### src/rtl/guess_ctrl.sv
`timescale 1ns/1ps
`default_nettype none
// ============================================================================
//  Module      : guess_ctrl
//  Description : Sequencer for the 4-digit guessing game. Collects the
//                setter's digits for the target generator, latches the
//                target, then scores player guesses as A (right digit, right
//                place) and B (right digit, wrong place), counts attempts
//                and declares win or lose.
//  Options     : GUESS_TIMEOUT_EN - an idle PLAY phase of TIMEOUT_CYC cycles
//                is scored as a miss.
//  Revision    : 1.0 - initial release
// ============================================================================
module guess_ctrl #(
    parameter int MAX_TRIES   = 8,
    parameter int TIMEOUT_CYC = 50000000
) (
    input  logic       clk,
    input  logic       rst,
    input  logic       start,
    input  logic       key_valid,
    input  logic [3:0] key_val,
    input  logic       key_enter,
    input  logic       key_clr,
    output logic [3:0] s3,
    output logic [3:0] s2,
    output logic [3:0] s1,
    output logic [3:0] s0,
    input  logic [3:0] g3,
    input  logic [3:0] g2,
    input  logic [3:0] g1,
    input  logic [3:0] g0,
    output logic [3:0] t3,
    output logic [3:0] t2,
    output logic [3:0] t1,
    output logic [3:0] t0,
    output logic [3:0] b3,
    output logic [3:0] b2,
    output logic [3:0] b1,
    output logic [3:0] b0,
    output logic [2:0] a_cnt,
    output logic [2:0] b_cnt,
    output logic [3:0] tries,
    output logic       res_valid,
    output logic       win,
    output logic       lose,
    output logic       busy
);

    typedef enum logic [2:0] {
        ST_IDLE   = 3'd0,
        ST_SET    = 3'd1,
        ST_GEN    = 3'd2,
        ST_PLAY   = 3'd3,
        ST_CHECK  = 3'd4,
        ST_RESULT = 3'd5,
        ST_DONE   = 3'd6
    } state_t;

    state_t      state_q;
    logic [15:0] buf_q, buf_d;      // digit buffer, b3 in the top nibble
    logic [2:0]  dcnt_q, dcnt_d;
    logic [15:0] s_hold_q;          // setter digits captured on the last SET cycle
    logic [15:0] t_q;
    logic [15:0] guess_q;
    logic [1:0]  idx_q;
    logic [2:0]  acc_a_q, acc_b_q;
    logic [2:0]  a_cnt_q, b_cnt_q;
    logic [3:0]  tries_q;
    logic        res_valid_q, win_q, lose_q, busy_q;

    logic [3:0]  w_g_digit, w_t_digit;
    logic        w_hit_a, w_hit_b;
    logic [3:0]  w_tries_inc;
    logic        w_timeout_hit;

    // Key handling for the digit buffer: clear beats shift, and a shift is
    // dropped when enter arrives in the same cycle so enter sees the old buffer.
    always_comb begin
        buf_d  = buf_q;
        dcnt_d = dcnt_q;
        if (key_clr) begin
            buf_d  = '0;
            dcnt_d = '0;
        end else if (key_valid && !key_enter && (dcnt_q < 3'd4)) begin
            buf_d  = {buf_q[11:0], key_val};
            dcnt_d = dcnt_q + 3'd1;
        end
    end

    // Score the guess digit at position idx against the whole target.
    always_comb begin
        w_g_digit = guess_q[{idx_q, 2'b00} +: 4];
        w_t_digit = t_q[{idx_q, 2'b00} +: 4];
        w_hit_a   = (w_g_digit == w_t_digit);
        w_hit_b   = 1'b0;
        for (int j = 0; j < 4; j++) begin
            if ((2'(j) != idx_q) && (t_q[j*4 +: 4] == w_g_digit)) begin
                w_hit_b = 1'b1;
            end
        end
    end

    assign w_tries_inc = (tries_q == 4'd15) ? 4'd15 : (tries_q + 4'd1);

`ifdef GUESS_TIMEOUT_EN
    localparam int TO_W = (TIMEOUT_CYC > 1) ? $clog2(TIMEOUT_CYC) : 1;

    logic [TO_W-1:0] to_cnt_q;
    logic            w_any_key;

    assign w_any_key     = key_valid | key_enter | key_clr;
    assign w_timeout_hit = (state_q == ST_PLAY) && !w_any_key &&
                           (to_cnt_q == TO_W'(TIMEOUT_CYC - 1));

    // Idle counter: runs only while in PLAY, restarts on any key activity.
    always_ff @(posedge clk or negedge rst) begin
        if (!rst) begin
            to_cnt_q <= '0;
        end else if ((state_q != ST_PLAY) || w_any_key) begin
            to_cnt_q <= '0;
        end else begin
            to_cnt_q <= to_cnt_q + 1'b1;
        end
    end
`else
    // No timeout: a constant-false hit leaves PLAY waiting indefinitely.
    assign w_timeout_hit = (TIMEOUT_CYC < 0);
`endif

    // Game sequencer with all outputs registered.
    always_ff @(posedge clk or negedge rst) begin
        if (!rst) begin
            state_q     <= ST_IDLE;
            buf_q       <= '0;
            dcnt_q      <= '0;
            s_hold_q    <= '0;
            t_q         <= '0;
            guess_q     <= '0;
            idx_q       <= '0;
            acc_a_q     <= '0;
            acc_b_q     <= '0;
            a_cnt_q     <= '0;
            b_cnt_q     <= '0;
            tries_q     <= '0;
            res_valid_q <= 1'b0;
            win_q       <= 1'b0;
            lose_q      <= 1'b0;
            busy_q      <= 1'b0;
        end else begin
            res_valid_q <= 1'b0;
            case (state_q)
                ST_IDLE: begin
                    if (start) begin
                        state_q <= ST_SET;
                        buf_q   <= '0;
                        dcnt_q  <= '0;
                    end
                end
                ST_SET: begin
                    s_hold_q <= buf_q;
                    if (key_enter) begin
                        state_q <= ST_GEN;
                        busy_q  <= 1'b1;
                    end else begin
                        buf_q  <= buf_d;
                        dcnt_q <= dcnt_d;
                    end
                end
                ST_GEN: begin
                    t_q     <= {g3, g2, g1, g0};
                    tries_q <= '0;
                    a_cnt_q <= '0;
                    b_cnt_q <= '0;
                    win_q   <= 1'b0;
                    lose_q  <= 1'b0;
                    buf_q   <= '0;
                    dcnt_q  <= '0;
                    busy_q  <= 1'b0;
                    state_q <= ST_PLAY;
                end
                ST_PLAY: begin
                    if (key_enter && (dcnt_q == 3'd4)) begin
                        guess_q <= buf_q;
                        idx_q   <= '0;
                        acc_a_q <= '0;
                        acc_b_q <= '0;
                        busy_q  <= 1'b1;
                        state_q <= ST_CHECK;
                    end else if (w_timeout_hit) begin
                        acc_a_q <= '0;
                        acc_b_q <= '0;
                        state_q <= ST_RESULT;
                    end else begin
                        buf_q  <= buf_d;
                        dcnt_q <= dcnt_d;
                    end
                end
                ST_CHECK: begin
                    if (w_hit_a) begin
                        acc_a_q <= acc_a_q + 3'd1;
                    end else if (w_hit_b) begin
                        acc_b_q <= acc_b_q + 3'd1;
                    end
                    idx_q <= idx_q + 2'd1;
                    if (idx_q == 2'd3) begin
                        busy_q  <= 1'b0;
                        state_q <= ST_RESULT;
                    end
                end
                ST_RESULT: begin
                    a_cnt_q     <= acc_a_q;
                    b_cnt_q     <= acc_b_q;
                    res_valid_q <= 1'b1;
                    tries_q     <= w_tries_inc;
                    if (acc_a_q == 3'd4) begin
                        win_q   <= 1'b1;
                        state_q <= ST_DONE;
                    end else if (w_tries_inc == 4'(MAX_TRIES)) begin
                        lose_q  <= 1'b1;
                        state_q <= ST_DONE;
                    end else begin
                        buf_q   <= '0;
                        dcnt_q  <= '0;
                        state_q <= ST_PLAY;
                    end
                end
                ST_DONE: begin
                    if (start) begin
                        state_q <= ST_SET;
                        buf_q   <= '0;
                        dcnt_q  <= '0;
                    end
                end
                default: state_q <= ST_IDLE;
            endcase
        end
    end

    // The generator follows the live buffer while setting, then the held value.
    assign {s3, s2, s1, s0} = (state_q == ST_SET) ? buf_q : s_hold_q;
    assign {t3, t2, t1, t0} = t_q;
    assign {b3, b2, b1, b0} = buf_q;
    assign a_cnt            = a_cnt_q;
    assign b_cnt            = b_cnt_q;
    assign tries            = tries_q;
    assign res_valid        = res_valid_q;
    assign win              = win_q;
    assign lose             = lose_q;
    assign busy             = busy_q;

endmodule
`default_nettype wire

### config.mk
export PLATFORM = sky130hd
export DESIGN_NAME = guess_ctrl
export DESIGN_NICKNAME = d
export VERILOG_FILES = /design/src/rtl/guess_ctrl.sv
export SDC_FILE = /design/constraint.sdc
export NUM_CORES = 1
export LEC_CHECK = 0
export CAP_MARGIN = 20
export CORE_MARGIN = 5
export CORE_UTILIZATION = 35
export DETAILED_ROUTE_END_ITERATION = 8
export PLACE_DENSITY = 0.67
export SLEW_MARGIN = 10
export SYNTH_ARGS = -nofsm -noshare
export SYNTH_HDL_FRONTEND = slang
export SYNTH_SLANG_ARGS = --single-unit
### constraint.sdc
create_clock -name clk -period 2.5 [get_ports clk]
set_clock_uncertainty 0.1 [all_clocks]
set_input_delay 0.5 -clock clk [delete_from_list [all_inputs] [get_ports clk]]
set_output_delay 0.5 -clock clk [all_outputs]
set_load 0.01 [all_outputs]
==> metrics.log <==
[metrics] cts bufs inserted: 9
[metrics] number of global-route vias before repair: 3461
[metrics] number of remaining DRC errors: 0
[metrics] slowest library cell on the worst path: sky130_fd_sc_hd__mux4_2
[metrics] worst-case hold slack: 0.04393 ns
[metrics] worst slack after detailed placement: -0.06268 ns
[metrics] most instantiated cells after synthesis: sky130_fd_sc_hd__nand2_1 (108), sky130_fd_sc_hd__dfrtp_1 (92), sky130_fd_sc_hd__a22o_1 (22)
[metrics] most area-consuming cells after synthesis: sky130_fd_sc_hd__dfrtp_1 (53%), sky130_fd_sc_hd__nand2_1 (9.4%), sky130_fd_sc_hd__mux2_2 (4.7%)
[metrics] Clk Latency, worst-skew pair: about 0.34 ns
[metrics] die height: 121.2 microns
[metrics] transition time at the pin with the least slew margin: between 0.7 and 0.8 ns
[metrics] max-cap check violation count: 0
[metrics] Synth top area share: 53.16%
[metrics] number of flops mapped to enable cells by yosys: 0
[metrics] Post-Layout Inst Area: 5898 sq um
[metrics] CTS Sinks: 92
[metrics] Crit path depth: 8
[metrics] top-count cell post-synth: sky130_fd_sc_hd__nand2_1
[metrics] post-layout total power: ~5 mW
[metrics] wire length of the first global-routing pass: between 15000 and 20000 microns
[metrics] routed via count: 3280
[metrics] primary flip-flop cell chosen by synthesis mapping: sky130_fd_sc_hd__dfrtp_1
[metrics] H-Tree Depth: 3
[metrics] net count of the finished layout: 546
[metrics] clock tree from TritonCTS: done
[metrics] Async S/R FF share, synth: 100.0%
[metrics] total of warnings raised by yosys: 0
[metrics] final worst-path cycle share: 100.9%
[metrics] filler cell count in the final layout: 1114
[metrics] number of routed nets with antenna violations: 0
[metrics] number of distinct library cells after synthesis: 43
[metrics] Reg2Reg Depth: 8
[metrics] reported leakage power: about 2.9 nW
[metrics] number of max-slew violations in the final report: 0
[metrics] worst IR drop on VDD: 455.4 uV
[metrics] wire length reported by the detailed router: 10290 microns
[metrics] clock transition at the register clock pins on the worst setup and hold paths after CTS: about 0.060 ns
[metrics] global router's overall resource usage: 14.66%
[metrics] fraction of final layout cells sized beyond drive strength 1: 18.09%
[metrics] syn_nets: between 400 and 500
[metrics] GPL Wtd Cong: around 0.85
[metrics] WL per Instance: between 15 and 20 microns
[metrics] power density over the cells: 843.9 nW/um^2
[metrics] DRT Pass-1 Iters: 4
[metrics] post-route worst setup slack: -0.02281 ns
[metrics] clock root buffer: sky130_fd_sc_hd__clkbuf_16
[metrics] Min Clock Period, post-route: 2.523 ns
[metrics] horizontal extent of the die: ~120 microns
[metrics] average via count per standard cell: 4.809
[metrics] Post-Syn Area per Cell: 10.88 sq um
[metrics] row count: 40
[metrics] family with the most delay on the worst path: multiplexers
[metrics] start-to-end type of the worst setup path: reg2reg
[metrics] post-route non-filler standard cell count: 682
[metrics] Largest stage delay, worst path: 0.53 ns
[metrics] total inserted antenna cells: 0
[metrics] post-placement cell area: 5517 sq um
[metrics] endpoint type of the worst setup path: flop
[metrics] floorplan die area: between 10000 and 15000 sq um
[metrics] post-synthesis register bit count: 92
[metrics] failing checks: setup timing
[metrics] unrepaired setup endpoints after global routing: true
[metrics] area growth from synthesis to layout: 36.20%
[metrics] top fanout value on the critical path: 6
[metrics] post-synthesis instance area: 4330 sq um
[metrics] CTS Hold Buffers Added: 0
[metrics] Final HPWL DP: 7409 microns
[metrics] Detailed Route Iter0 Violations: 214
[metrics] status: finished, violations left
[metrics] Port Buf Inserts: 87
[metrics] Final Setup Violations: 1
[metrics] sequential cell area fraction in the yosys report: between 50% and 60%
[metrics] cells along the critical path: buf_6, mux4_2, xor2_1, or4_1, o22ai_2, o31ai_4, mux2i_1, a21o_1
[metrics] instance count after placement with tap cells included: 661
[metrics] number of primary I/O pins: 88
[metrics] Setup TNS Final: -0.02281 ns
[metrics] placeable core region: approximately 12000 sq um
[metrics] data required time at the worst endpoint: 2.64 ns
[metrics] instance count of the mapped netlist: 398
[metrics] post-synthesis cell type with the largest combined area: sky130_fd_sc_hd__dfrtp_1
[metrics] data arrival time of the critical path: 2.66 ns
[metrics] buffers from clock root to sink, at most: 2
[metrics] worst min-delay path category: in2async
[metrics] initial standard-cell utilization of the core: 35.90%
[metrics] Highest Clock Rate: between 0.3 and 0.4 GHz
[metrics] WP buf/inv: 1
[metrics] pin count of the biggest net entering global routing: 45
[metrics] Final Hold Viols: 0
[metrics] Worst slew margin: 51.98%
[metrics] antenna violations before repair: 0
[metrics] startpoint types: flop
[metrics] utilization after layout: 48.90%
[metrics] total overflow reported by the global router: 0
==> state kept, by name, summed over array words and instances (netlist names), 2 cells and up <==
register	cells
acc_a_q	3
idx_q	2
b_cnt	3
tries	4
s_hold_q	16
guess_q	16
a_cnt	3
acc_b_q	3
buf_q	16
t_q	16
state_q	3
dcnt_q	3
==> where the power goes <==
group / leakage [nW] / switching [mW] / internal, mW
Combinational: 1.50 / 0.864 / 0.887
Clock: 0.145 / 0.558 / 0.826
Sequential: 1.22 / 0.174 / 1.67
Total: 2.87 / 1.60 / 3.38
==> placed cells by master (no fill, tap or decap), types with 6 or more instances in the layout <==
cell type,instances
sky130_fd_sc_hd__clkdlybuf4s15_1,6
sky130_fd_sc_hd__clkbuf_16,10
sky130_fd_sc_hd__buf_4,29
sky130_fd_sc_hd__nor2_1,11
sky130_fd_sc_hd__dfrtp_1,91
sky130_fd_sc_hd__o21ai_0,15
sky130_fd_sc_hd__inv_1,11
sky130_fd_sc_hd__a22o_1,22
sky130_fd_sc_hd__clkdlybuf4s50_1,70
sky130_fd_sc_hd__xor2_1,11
sky130_fd_sc_hd__nand2_1,108
sky130_fd_sc_hd__mux2_2,18
sky130_fd_sc_hd__a21oi_1,9
sky130_fd_sc_hd__clkbuf_2,10
sky130_fd_sc_hd__ha_1,10
sky130_fd_sc_hd__xnor2_1,8
sky130_fd_sc_hd__nand3_1,8
==> cell families after synthesis <==
kind of cell,Yosys count,synth area share [%]
adders and majority gates,10,2.889
xor gates and xnor gates,21,4.247
DFF,92,53.16
and+or+nand+nor,157,16.06
buffers and inverters,31,4.189
AOI/OAI and AO/OA,59,9.650
muxes,28,9.795
==> layout make-up <==
class,count,area (sq um),share of cell area [%]
sequential,92,2303,39.05
clock inverter,3,46.29,0.7849
clock buffer,12,256.5,4.349
inverter,11,41.29,0.7000
multi-input combinational,275,1904,32.29
tap,168,210.2,3.564
timing repair buffer,121,1136,19.26
==> per-layer routing <==
layer / vias up / global-route usage, % / routed length, microns
met5: - / 0 / 0
met4: 0 / 4.272 / 112
met3: 9 / 5.221 / 664
met2: 95 / 22.79 / 4772
met1: 1589 / 19.35 / 4742
li1: 1587 / - / -
==> worst paths after layout <==
path | startpoint | to | slack, ns
worst max-delay path | idx_q[0] | acc_b_q[2] | -0.02
worst min-delay path | rst | res_valid | 0.04
worst max register to register | idx_q[0] | acc_b_q[2] | -0.02
worst min register to register | guess_q[7] | guess_q[7] | 0.37
max in group asynchronous | rst | t_q[15] | 1.62
min in group clk | guess_q[7] | guess_q[7] | 0.37
==> timing repair <==
| action | CTS | global route |
|---|---|---|
| pin swaps | 0 | 2 |
| resized for setup | 20 | 37 |
| setup buffers | 0 | 5 |
| setup endpoints to repair | 19 | 22 |
| cloned | 0 | 1 |
(Power assumes the default switching activity.)
